File: src/rtl/vga_pkg.sv
// Shared constants and helpers for the VGA timing generator.
// Default timing is 640x480@60 with a 4-clock pixel period.
package vga_pkg;

  localparam int DEF_CLK_DIV  = 4;
  localparam int DEF_H_ACTIVE = 640;
  localparam int DEF_H_FP     = 16;
  localparam int DEF_H_SYNC   = 96;
  localparam int DEF_H_BP     = 48;
  localparam int DEF_V_ACTIVE = 480;
  localparam int DEF_V_FP     = 10;
  localparam int DEF_V_SYNC   = 2;
  localparam int DEF_V_BP     = 33;

  // Deepest read latency the alignment pipeline is meant to cover.
  localparam int RD_LATENCY_MAX = 7;

  // Per-strobe control bits carried alongside the RAM read.
  typedef struct packed {
    logic active;
    logic hs;
    logic vs;
  } vga_ctl_t;

  // Counter width able to hold 0..n-1, never narrower than one bit.
  function automatic int cnt_width(input int n);
    return (n <= 1) ? 1 : $clog2(n);
  endfunction

endpackage

File: src/rtl/vga_sync_counter.sv
// Pixel-clock divider, H/V raster counters, region decode and
// frame/line start pulses. Decode outputs are combinational from the
// counters; the pulses are registered on the strobe that sees (0,0).
module vga_sync_counter
  import vga_pkg::*;
#(
  parameter int CLK_DIV  = DEF_CLK_DIV,
  parameter int H_ACTIVE = DEF_H_ACTIVE,
  parameter int H_FP     = DEF_H_FP,
  parameter int H_SYNC   = DEF_H_SYNC,
  parameter int H_BP     = DEF_H_BP,
  parameter int V_ACTIVE = DEF_V_ACTIVE,
  parameter int V_FP     = DEF_V_FP,
  parameter int V_SYNC   = DEF_V_SYNC,
  parameter int V_BP     = DEF_V_BP,
  parameter int XW       = cnt_width(H_ACTIVE + H_FP + H_SYNC + H_BP),
  parameter int YW       = cnt_width(V_ACTIVE + V_FP + V_SYNC + V_BP)
) (
  input  logic          clock,
  input  logic          reset,
  output logic          pix_en,
  output logic [XW-1:0] hcount,
  output logic [YW-1:0] vcount,
  output logic          active,
  output logic          hs,
  output logic          vs,
  output logic          frame_start,
  output logic          line_start
);

  localparam int H_TOTAL = H_ACTIVE + H_FP + H_SYNC + H_BP;
  localparam int V_TOTAL = V_ACTIVE + V_FP + V_SYNC + V_BP;
  localparam int DW      = cnt_width(CLK_DIV);

  localparam logic [DW-1:0] DIV_LAST = DW'(CLK_DIV - 1);
  localparam logic [XW-1:0] H_LAST   = XW'(H_TOTAL - 1);
  localparam logic [YW-1:0] V_LAST   = YW'(V_TOTAL - 1);

  // Thresholds held one bit wider so a zero back porch cannot overflow.
  localparam logic [XW:0] H_ACT_END = (XW+1)'(H_ACTIVE);
  localparam logic [XW:0] HS_BEG    = (XW+1)'(H_ACTIVE + H_FP);
  localparam logic [XW:0] HS_END    = (XW+1)'(H_ACTIVE + H_FP + H_SYNC);
  localparam logic [YW:0] V_ACT_END = (YW+1)'(V_ACTIVE);
  localparam logic [YW:0] VS_BEG    = (YW+1)'(V_ACTIVE + V_FP);
  localparam logic [YW:0] VS_END    = (YW+1)'(V_ACTIVE + V_FP + V_SYNC);

  logic [DW-1:0] div;

  // With CLK_DIV=1 the divider never leaves 0, so the strobe is constant.
  assign pix_en = (div == DIV_LAST);

  // Pixel divider: free-running 0..CLK_DIV-1.
  always_ff @(posedge clock) begin
    if (reset)       div <= '0;
    else if (pix_en) div <= '0;
    else             div <= div + 1'b1;
  end

  // Raster counters: vcount steps on every hcount wrap.
  always_ff @(posedge clock) begin
    if (reset) begin
      hcount <= '0;
      vcount <= '0;
    end else if (pix_en) begin
      if (hcount == H_LAST) begin
        hcount <= '0;
        vcount <= (vcount == V_LAST) ? '0 : vcount + 1'b1;
      end else begin
        hcount <= hcount + 1'b1;
      end
    end
  end

  // Region decode for the current raster position.
  always_comb begin
    active = ({1'b0, hcount} < H_ACT_END) && ({1'b0, vcount} < V_ACT_END);
    hs     = ({1'b0, hcount} >= HS_BEG) && ({1'b0, hcount} < HS_END);
    vs     = ({1'b0, vcount} >= VS_BEG) && ({1'b0, vcount} < VS_END);
  end

  // Start pulses, one clock wide, raised on the strobe that sees the origin.
  always_ff @(posedge clock) begin
    if (reset) begin
      frame_start <= 1'b0;
      line_start  <= 1'b0;
    end else begin
      line_start  <= pix_en && (hcount == '0);
      frame_start <= pix_en && (hcount == '0) && (vcount == '0);
    end
  end

endmodule

File: src/rtl/vga_timing_gen.sv
// VGA timing generator with frame-buffer fetch port.
// Fetch coordinates go out on each active strobe; sync and blanking are
// delayed RD_LATENCY strobes so they line up with the returned pixel data.
// RD_LATENCY must lie in 1..RD_LATENCY_MAX.
// Optional: define VGA_TEST_PATTERN_EN to add pattern_sel and the
// built-in test patterns (bars need H_ACTIVE >= 8).
module vga_timing_gen
  import vga_pkg::*;
#(
  parameter int COLOR_W    = 1,
  parameter int CLK_DIV    = DEF_CLK_DIV,
  parameter int H_ACTIVE   = DEF_H_ACTIVE,
  parameter int H_FP       = DEF_H_FP,
  parameter int H_SYNC     = DEF_H_SYNC,
  parameter int H_BP       = DEF_H_BP,
  parameter int V_ACTIVE   = DEF_V_ACTIVE,
  parameter int V_FP       = DEF_V_FP,
  parameter int V_SYNC     = DEF_V_SYNC,
  parameter int V_BP       = DEF_V_BP,
  parameter int H_POL      = 0,
  parameter int V_POL      = 0,
  parameter int RD_LATENCY = 1,
  localparam int XW = cnt_width(H_ACTIVE + H_FP + H_SYNC + H_BP),
  localparam int YW = cnt_width(V_ACTIVE + V_FP + V_SYNC + V_BP)
) (
  input  logic                 clock,
  input  logic                 reset,
  output logic                 fetch_valid,
  output logic [XW-1:0]        fetch_x,
  output logic [YW-1:0]        fetch_y,
`ifdef VGA_TEST_PATTERN_EN
  input  logic [1:0]           pattern_sel,
`endif
  input  logic [3*COLOR_W-1:0] rd_data,
  output logic [COLOR_W-1:0]   red,
  output logic [COLOR_W-1:0]   green,
  output logic [COLOR_W-1:0]   blue,
  output logic                 hsync,
  output logic                 vsync,
  output logic                 frame_start,
  output logic                 line_start
);

  localparam logic HS_ON = H_POL[0];
  localparam logic VS_ON = V_POL[0];

  logic          pix_en;
  logic [XW-1:0] hcount;
  logic [YW-1:0] vcount;
  vga_ctl_t      cur;

  vga_sync_counter #(
    .CLK_DIV (CLK_DIV),
    .H_ACTIVE(H_ACTIVE), .H_FP(H_FP), .H_SYNC(H_SYNC), .H_BP(H_BP),
    .V_ACTIVE(V_ACTIVE), .V_FP(V_FP), .V_SYNC(V_SYNC), .V_BP(V_BP),
    .XW(XW), .YW(YW)
  ) u_cnt (
    .clock      (clock),
    .reset      (reset),
    .pix_en     (pix_en),
    .hcount     (hcount),
    .vcount     (vcount),
    .active     (cur.active),
    .hs         (cur.hs),
    .vs         (cur.vs),
    .frame_start(frame_start),
    .line_start (line_start)
  );

  // Fetch request: coordinates hold between requests.
  always_ff @(posedge clock) begin
    if (reset) begin
      fetch_valid <= 1'b0;
      fetch_x     <= '0;
      fetch_y     <= '0;
    end else begin
      fetch_valid <= pix_en && cur.active;
      if (pix_en && cur.active) begin
        fetch_x <= hcount;
        fetch_y <= vcount;
      end
    end
  end

  // Alignment pipeline: control bits travel with the outstanding read.
  vga_ctl_t [RD_LATENCY-1:0] ctl_pipe;
  vga_ctl_t                  dly;

  always_ff @(posedge clock) begin
    if (reset) begin
      ctl_pipe <= '0;
    end else if (pix_en) begin
      ctl_pipe[0] <= cur;
      for (int i = 1; i < RD_LATENCY; i++) ctl_pipe[i] <= ctl_pipe[i-1];
    end
  end

  assign dly = ctl_pipe[RD_LATENCY-1];

  logic [3*COLOR_W-1:0] pix;

`ifdef VGA_TEST_PATTERN_EN
  localparam int BAR_W = (H_ACTIVE / 8 < 1) ? 1 : H_ACTIVE / 8;

  logic [RD_LATENCY-1:0][XW-1:0] x_pipe;
  logic [RD_LATENCY-1:0][YW-1:0] y_pipe;
  logic [XW-1:0]                 dx, bar_q;
  logic [YW-1:0]                 dy;
  logic [2:0]                    bar;
  logic                          edge_px;

  // Delayed coordinates so patterns share the pass-through timing.
  always_ff @(posedge clock) begin
    if (reset) begin
      x_pipe <= '0;
      y_pipe <= '0;
    end else if (pix_en) begin
      x_pipe[0] <= hcount;
      y_pipe[0] <= vcount;
      for (int i = 1; i < RD_LATENCY; i++) begin
        x_pipe[i] <= x_pipe[i-1];
        y_pipe[i] <= y_pipe[i-1];
      end
    end
  end

  assign dx = x_pipe[RD_LATENCY-1];
  assign dy = y_pipe[RD_LATENCY-1];

  // Pattern select; the last bar absorbs any remainder columns.
  always_comb begin
    bar_q   = dx / XW'(BAR_W);
    bar     = (bar_q > XW'(7)) ? 3'd7 : bar_q[2:0];
    edge_px = (dx == '0) || (dx == XW'(H_ACTIVE - 1)) ||
              (dy == '0) || (dy == YW'(V_ACTIVE - 1));
    case (pattern_sel)
      2'd1:    pix = {{COLOR_W{bar[2]}}, {COLOR_W{bar[1]}}, {COLOR_W{bar[0]}}};
      2'd2:    pix = edge_px ? '1 : '0;
      2'd3:    pix = '1;
      default: pix = rd_data;
    endcase
  end
`else
  assign pix = rd_data;
`endif

  // Output register: updates only on strobes, blanked outside active.
  always_ff @(posedge clock) begin
    if (reset) begin
      red   <= '0;
      green <= '0;
      blue  <= '0;
      hsync <= ~HS_ON;
      vsync <= ~VS_ON;
    end else if (pix_en) begin
      {red, green, blue} <= dly.active ? pix : '0;
      hsync <= dly.hs ? HS_ON : ~HS_ON;
      vsync <= dly.vs ? VS_ON : ~VS_ON;
    end
  end

endmodule

File: config.mk
export PLATFORM = sky130hd
export DESIGN_NAME = vga_timing_gen
export DESIGN_NICKNAME = d
export VERILOG_FILES = /design/src/rtl/vga_pkg.sv /design/src/rtl/vga_sync_counter.sv /design/src/rtl/vga_timing_gen.sv
export SDC_FILE = /design/constraint.sdc
export NUM_CORES = 1
export LEC_CHECK = 0
export ABC_CLOCK_PERIOD_IN_PS = 4300
export BUFFER_PORTS_ARGS = -buffer_cell sky130_fd_sc_hd__buf_2
export CAP_MARGIN = 10
export CELL_PAD_IN_SITES_DETAIL_PLACEMENT = 1
export CELL_PAD_IN_SITES_GLOBAL_PLACEMENT = 1
export CORE_UTILIZATION = 46
export DETAILED_ROUTE_END_ITERATION = 10
export PLACE_DENSITY = 0.87
export SYNTH_ARGS = -nofsm -noshare
export SYNTH_HDL_FRONTEND = slang
export SYNTH_SLANG_ARGS = --single-unit
File: constraint.sdc
create_clock -name clock -period 4.3 [get_ports clock]
set_input_delay 0.43 -clock clock [delete_from_list [all_inputs] [get_ports clock]]
set_output_delay 0.43 -clock clock [all_outputs]
set_load 0.01 [all_outputs]
# After elaboration in Yosys (flattened, before gate mapping)
# Cells that the tools add are included.
# W data, S select, Z words.
dict set report totals {
  ff_bits 53
  in_bits 5
  output_inout_bits 28
  word_cells 43
}
dict set report op_classes {
  n_addsub 3
  n_lt_le_gt_ge 6
  n_eq_ne 3
  muxes 5
  n_reduce_logical 10
}
# operator count
set op_table {}
lappend op_table {{$add A10 B1 Y10 const B} 2}
lappend op_table {{$eq A10 B10 Y1 const B} 2}
lappend op_table {{$logic_not A10 Y1} 2}
lappend op_table {{$lt A10 B10 Y1 const B} 2}
lappend op_table {{$lt A10 B9 Y1 const B} 2}
lappend op_table {{$mux W10} 2}
lappend op_table {{$ge A10 B10 Y1 const B} 1}
lappend op_table {{$ge A10 B9 Y1 const B} 1}
lappend op_table {{$logic_and A1 B1 Y1} 6}
lappend op_table {{$mux W3} 1}
lappend op_table {{$add A2 B1 Y2 const B} 1}
lappend op_table {{$eq A2 B2 Y1 const B} 1}
lappend op_table {{$mux W1} 2}
lappend op_table {{$reduce_and A2 Y1} 1}
lappend op_table {{$reduce_or A2 Y1} 1}

# Logic depth before layout (Yosys ltp)
dict set report logic_depth {
  word_depth 3
  mapped_depth 6
  mapped_depth_nobuf 6
}

# Modules after synthesis
# From an unflattened synthesis, not the netlist that was laid out.
dict set report unflattened {
  hier_cells 260
  area_unflattened_um2 2532.4
}
# module instances cells_each area_per_inst_um2 seq_area_each_um2
set by_module_without_submodules {}
lappend by_module_without_submodules {vga_timing_gen 1 126 1312.5 580.6}
lappend by_module_without_submodules {vga_sync_counter 1 134 1219.9 480.5}

# Least setup slack after synthesis
# Ideal clock, no wire load.
dict set report synth_timing {
  path_kind {reg2reg}
  start {register u_cnt.vcount[5]}
  end {register u_cnt.vcount[8]}
  setup_ns 0.120
  t_arrival_ns 1.412
  required_time_ns 4.180
  path_slack_ns 2.769
  stages_incl_launch_ff 5
  path_buffers 0
  period_less_slack_ns 1.531
  path_cell_list {dfxtp_1 -> nor4_4 -> a41oi_4 -> and2_4 -> a211o_1}
}
dict set report synth_between {
  elab_chain_len 2
  word_cells_on_any_way 3
  cone_classes {add/sub (1); eq/ne (1); mux (1)}
}
# item line_no
set synth_rtl {}
lappend synth_rtl {{start: declaration} vga_sync_counter.sv:23} ;# output logic [YW-1:0] vcount,
lappend synth_rtl {{start signal: assignment} vga_sync_counter.sv:67} ;# vcount <= (vcount == V_LAST) ? '0 : vcount + 1'b1;
lappend synth_rtl {{$add A10 B1 Y10 or $eq A10 B10 Y1 (tied branches)} vga_sync_counter.sv:67}
lappend synth_rtl {{$mux W10 (*)} vga_sync_counter.sv:67}
# Every way passes the cells marked *; elsewhere a longest branch is shown, timed or not.
# A chain may end at the register's enable or synchronous reset.

# Worst setup path after layout
dict set report layout_timing {
  start {register u_cnt.div[0]}
  end {register fetch_y[0]}
}
dict set report layout_between {
  elab_chain_len 2
}
# item line_no
set layout_rtl {}
lappend layout_rtl {{start: declaration} vga_sync_counter.sv:47} ;# logic [DW-1:0] div;
lappend layout_rtl {{start signal: assignment} vga_sync_counter.sv:56} ;# else div <= div + 1'b1;
lappend layout_rtl {{$eq A2 B2 Y1} vga_sync_counter.sv:50} ;# assign pix_en = (div == DIV_LAST);
lappend layout_rtl {{$logic_and A1 B1 Y1} vga_timing_gen.sv:78} ;# if (pix_en && cur.active) begin
lappend layout_rtl {{end signal: assignment} vga_timing_gen.sv:80} ;# fetch_y <= vcount;
lappend layout_rtl {{end: declaration} vga_timing_gen.sv:30} ;# output logic [YW-1:0] fetch_y,
# Every way passes these cells.

==> impl_metrics.csv <==
group,metric,value,unit
status,status,"completed",
power,p_int,0.682,mW
synth,dominantRegCellSynth,"dfxtp_1",
synth,syn_inst,244,
place,gp_congestion,0.790,
power,switching_share,21.6,%
grt,grt_use_met1,30.1,%
finish,layout-drive-gt1-share,19.7,%
drt,drtAntennaViolNets,0,
drt,drc,0,
place,io_buffers,32,
clocking,post_cts_resized,0,
finish,syn2layout_area_growth,11.5,%
clocking,cts_root_buf,"clkbuf_8",
sta,hold_viol,0,
power,vdd_drop_max,0.152,mV
floorplanning,die_w,73.3,um
place,hpwl,3690,um
power,total_power,0.870,mW
power,power_frac_seq,57.3,%
floorplanning,start_util,48.6,%
synth,synth.distinct_cells,48,
clocking,tritoncts,"built",
drt,wl_per_cell,16.4,um
power,clkPwrFrac,37.7,%
clocking,clk_latency,0.30,ns
clocking,h-tree-depth,2,
sta,skew,0.00438,ns
grt,grt.met2_usage,35.9,%
synth,syn_area,2340,um^2
clocking,cts_inserted_buffers,5,
grt,grt_max_degree,43,
sta,slew_viol_final,0,
grt,gr-total-overflow,0,
finish,fin_nets,279,
finish,antenna_cells,0,
synth,synthArstFlopShare,0,%
clocking,cts_buffer_depth,2,
grt,grt_busiest_layer,"met2",
critical_path,required,4.47,ns
floorplanning,placement_rows,25,
synth,avgSynthCellArea,9.59,um^2
grt,first_global_vias,1871,
critical_path,cp_max_fo,24,
power,p_per_area,333,nW/um^2
finish,fill_cells,580,
grt,grt_pass1_wl,9200,um
grt,grtUsageMet3,3.70,%
drt,vias,1855,
synth,syn_nets,254,
sta,period_share,56.7,%
sta,fmax,410,MHz
synth,yosysSeqAreaShare,45.3,%
synth,ys_seq_elements,53,
hold_path,hold_path.class,"in2reg",
sta,period_minus_slack,2.44,ns
floorplanning,die_h,73.3,um
critical_path,crit_path_start_kind,"flip-flop",
critical_path,critPathKind,"reg2reg",
sta,setup-tns-final,0,ns
clocking,hold_buffers,0,
grt,antenna_found_initial,0,
sta,worst_pin_slew,0.796,ns
clocking,cts.clk_slew.worst_paths,0.09,ns
synth,yosys_warnings,0,
drt,drtIter0Drc,103,
drt,firstDrtPassIters,4,
drt,totalWireLength,5500,um
synth,synth_edf_count,0,
floorplanning,top_level_ports,33,
sta,final-setup-viol-count,0,
clocking,cts_setup_buffers,0,
critical_path,critPathCaptureType,"flip-flop",
critical_path,cp_data_arrival_time,2.61,ns
clocking,cts_sinks,53,
sta,max_slew_margin,46.9,%
power,p_comb_share,5.0,%
floorplanning,core-area,4820,um^2
power,p_leak,1.16,nW
power,switching_power,0.188,mW
sta,rsz0062_at_grt,"false",
grt,grt_usage,22.0,%
drt,via_per_inst,5.52,
flow_run,maxCapViolations,0,
floorplanning,die-area,5380,um^2
==> synthesized netlist by cell type (2+ instances only) <==
cell / number / area (um^2)
nand4_1: 3 / 18.8
nand3b_1: 2 / 15.0
or3_1: 3 / 18.8
xnor2_1: 4 / 35.0
xor2_1: 4 / 35.0
nor4b_1: 2 / 17.5
and3_1: 4 / 25.0
and2_2: 2 / 15.0
ha_1: 5 / 62.6
a21oi_1: 7 / 35.0
and4_1: 2 / 17.5
mux2i_1: 22 / 220
nand3_1: 13 / 65.1
dfxtp_1: 53 / 1060
buf_4: 2 / 15.0
o211ai_1: 4 / 30.0
nor2_1: 35 / 131
a22o_2: 2 / 20.0
nand2_1: 10 / 37.5
nand2b_1: 7 / 43.8
nor3_1: 5 / 25.0
buf_2: 2 / 10.0
o21ai_0: 6 / 30.0
nor3b_1: 2 / 15.0
nand4b_1: 2 / 17.5
clkbuf_1: 9 / 33.8
a31oi_1: 2 / 12.5
inv_1: 5 / 18.8
a21o_1: 3 / 22.5
a31o_2: 2 / 17.5
clkbuf_8: 2 / 27.5
nor4_1: 2 / 12.5
==> cells in the final DEF, fill, tap and decap left out, drive strengths merged, types with 5 or more instances in the layout <==
cell	count
nor2	35
ha	5
o21ai	6
nand2b	7
nand3	13
buf	33
inv	5
a21oi	7
mux2i	22
nand2	10
clkbuf	5
dfxtp	53
nor3	6
==> power groups by stage <==
stage / combinational, mW / sequential [mW] / clock [mW]
finish: 0.0434 / 0.499 / 0.328
global route: 0.0486 / 0.500 / 0.354
CTS: 0.0440 / 0.499 / 0.334
detailed placement: 0.0438 / 0.511 / 0
global placement: 0.0417 / 0.510 / 0
floorplan: 0.0329 / 0.510 / 0
==> worst paths after layout <==
check | cells past startpoint | end | slack (ns) | from
worst min register to register | 1 | u_cnt.div[0] | 0.43 | u_cnt.div[0]
worst max-delay path | 5 | fetch_y[0] | 1.86 | u_cnt.div[0]
worst min-delay path | 3 | blue | 0.39 | rd_data[0]
worst max register to register | 5 | fetch_y[0] | 1.86 | u_cnt.div[0]
==> cell type report <==
class | count | area, um^2 | share of cell area (%)
Clock buffer | 5 | 68.8 | 2.64
Clock inverter | 2 | 35.0 | 1.34
Inverter | 5 | 18.8 | 0.719
Multi-Input combinational cell | 171 | 1170 | 45.0
Sequential cell | 53 | 1060 | 40.7
Tap cell | 67 | 83.8 | 3.21
Timing Repair Buffer | 33 | 168 | 6.42
==> registers in the layout (all words and copies together), names as in the netlist, 2 cells and up <==
signal	cells
fetch_x	10
ctl_pipe	3
fetch_y	10
u_cnt.vcount	10
u_cnt.div	2
u_cnt.hcount	10
==> critical path, cell delays in order (launching register included) <==
cell	delay (ns)
dfxtp_1	0.34
ha_1	0.67
nand4b_1	0.60
buf_4	0.43
mux2i_1	0.20
nor2_1	0.06
==> metal layers <==
metal	up-vias	share of wire [%]	wire (um)
met3	6	3.5	192
met2	45	47	2600
met4	0	0.95	52
met5	-	0	0
met1	900	48	2650
li1	904	-	-
==> stage by stage <==
stage	hold WS [ns]	area, um^2	setup WS, ns	instances	util, %
2_1_floorplan	0.398	2340	2.77	244	-
3_3_place_gp	0.405	2510	2.01	329	52.0
3_5_place_dp	0.417	2510	1.87	329	52.0
4_1_cts	0.395	2610	1.83	336	54.2
5_1_grt	0.411	2610	1.64	336	54.2
6_report	0.395	2610	1.86	336	54.2
==> kinds of logic (layout without fill, tap and decap cells) <==
logic type	count (synthesis)	after routing	share of synthesized area [%]
and+or+nand+nor	104	104	24.7
DFF	53	53	45.3
AOI/OAI and AO/OA	32	32	10.4
muxes	22	22	9.41
buffers and inverters	20	45	4.49
xor gates and xnor gates	8	8	2.99
adders and majority gates	5	5	2.67
No activity file was read; power rests on OpenSTA's default activity.
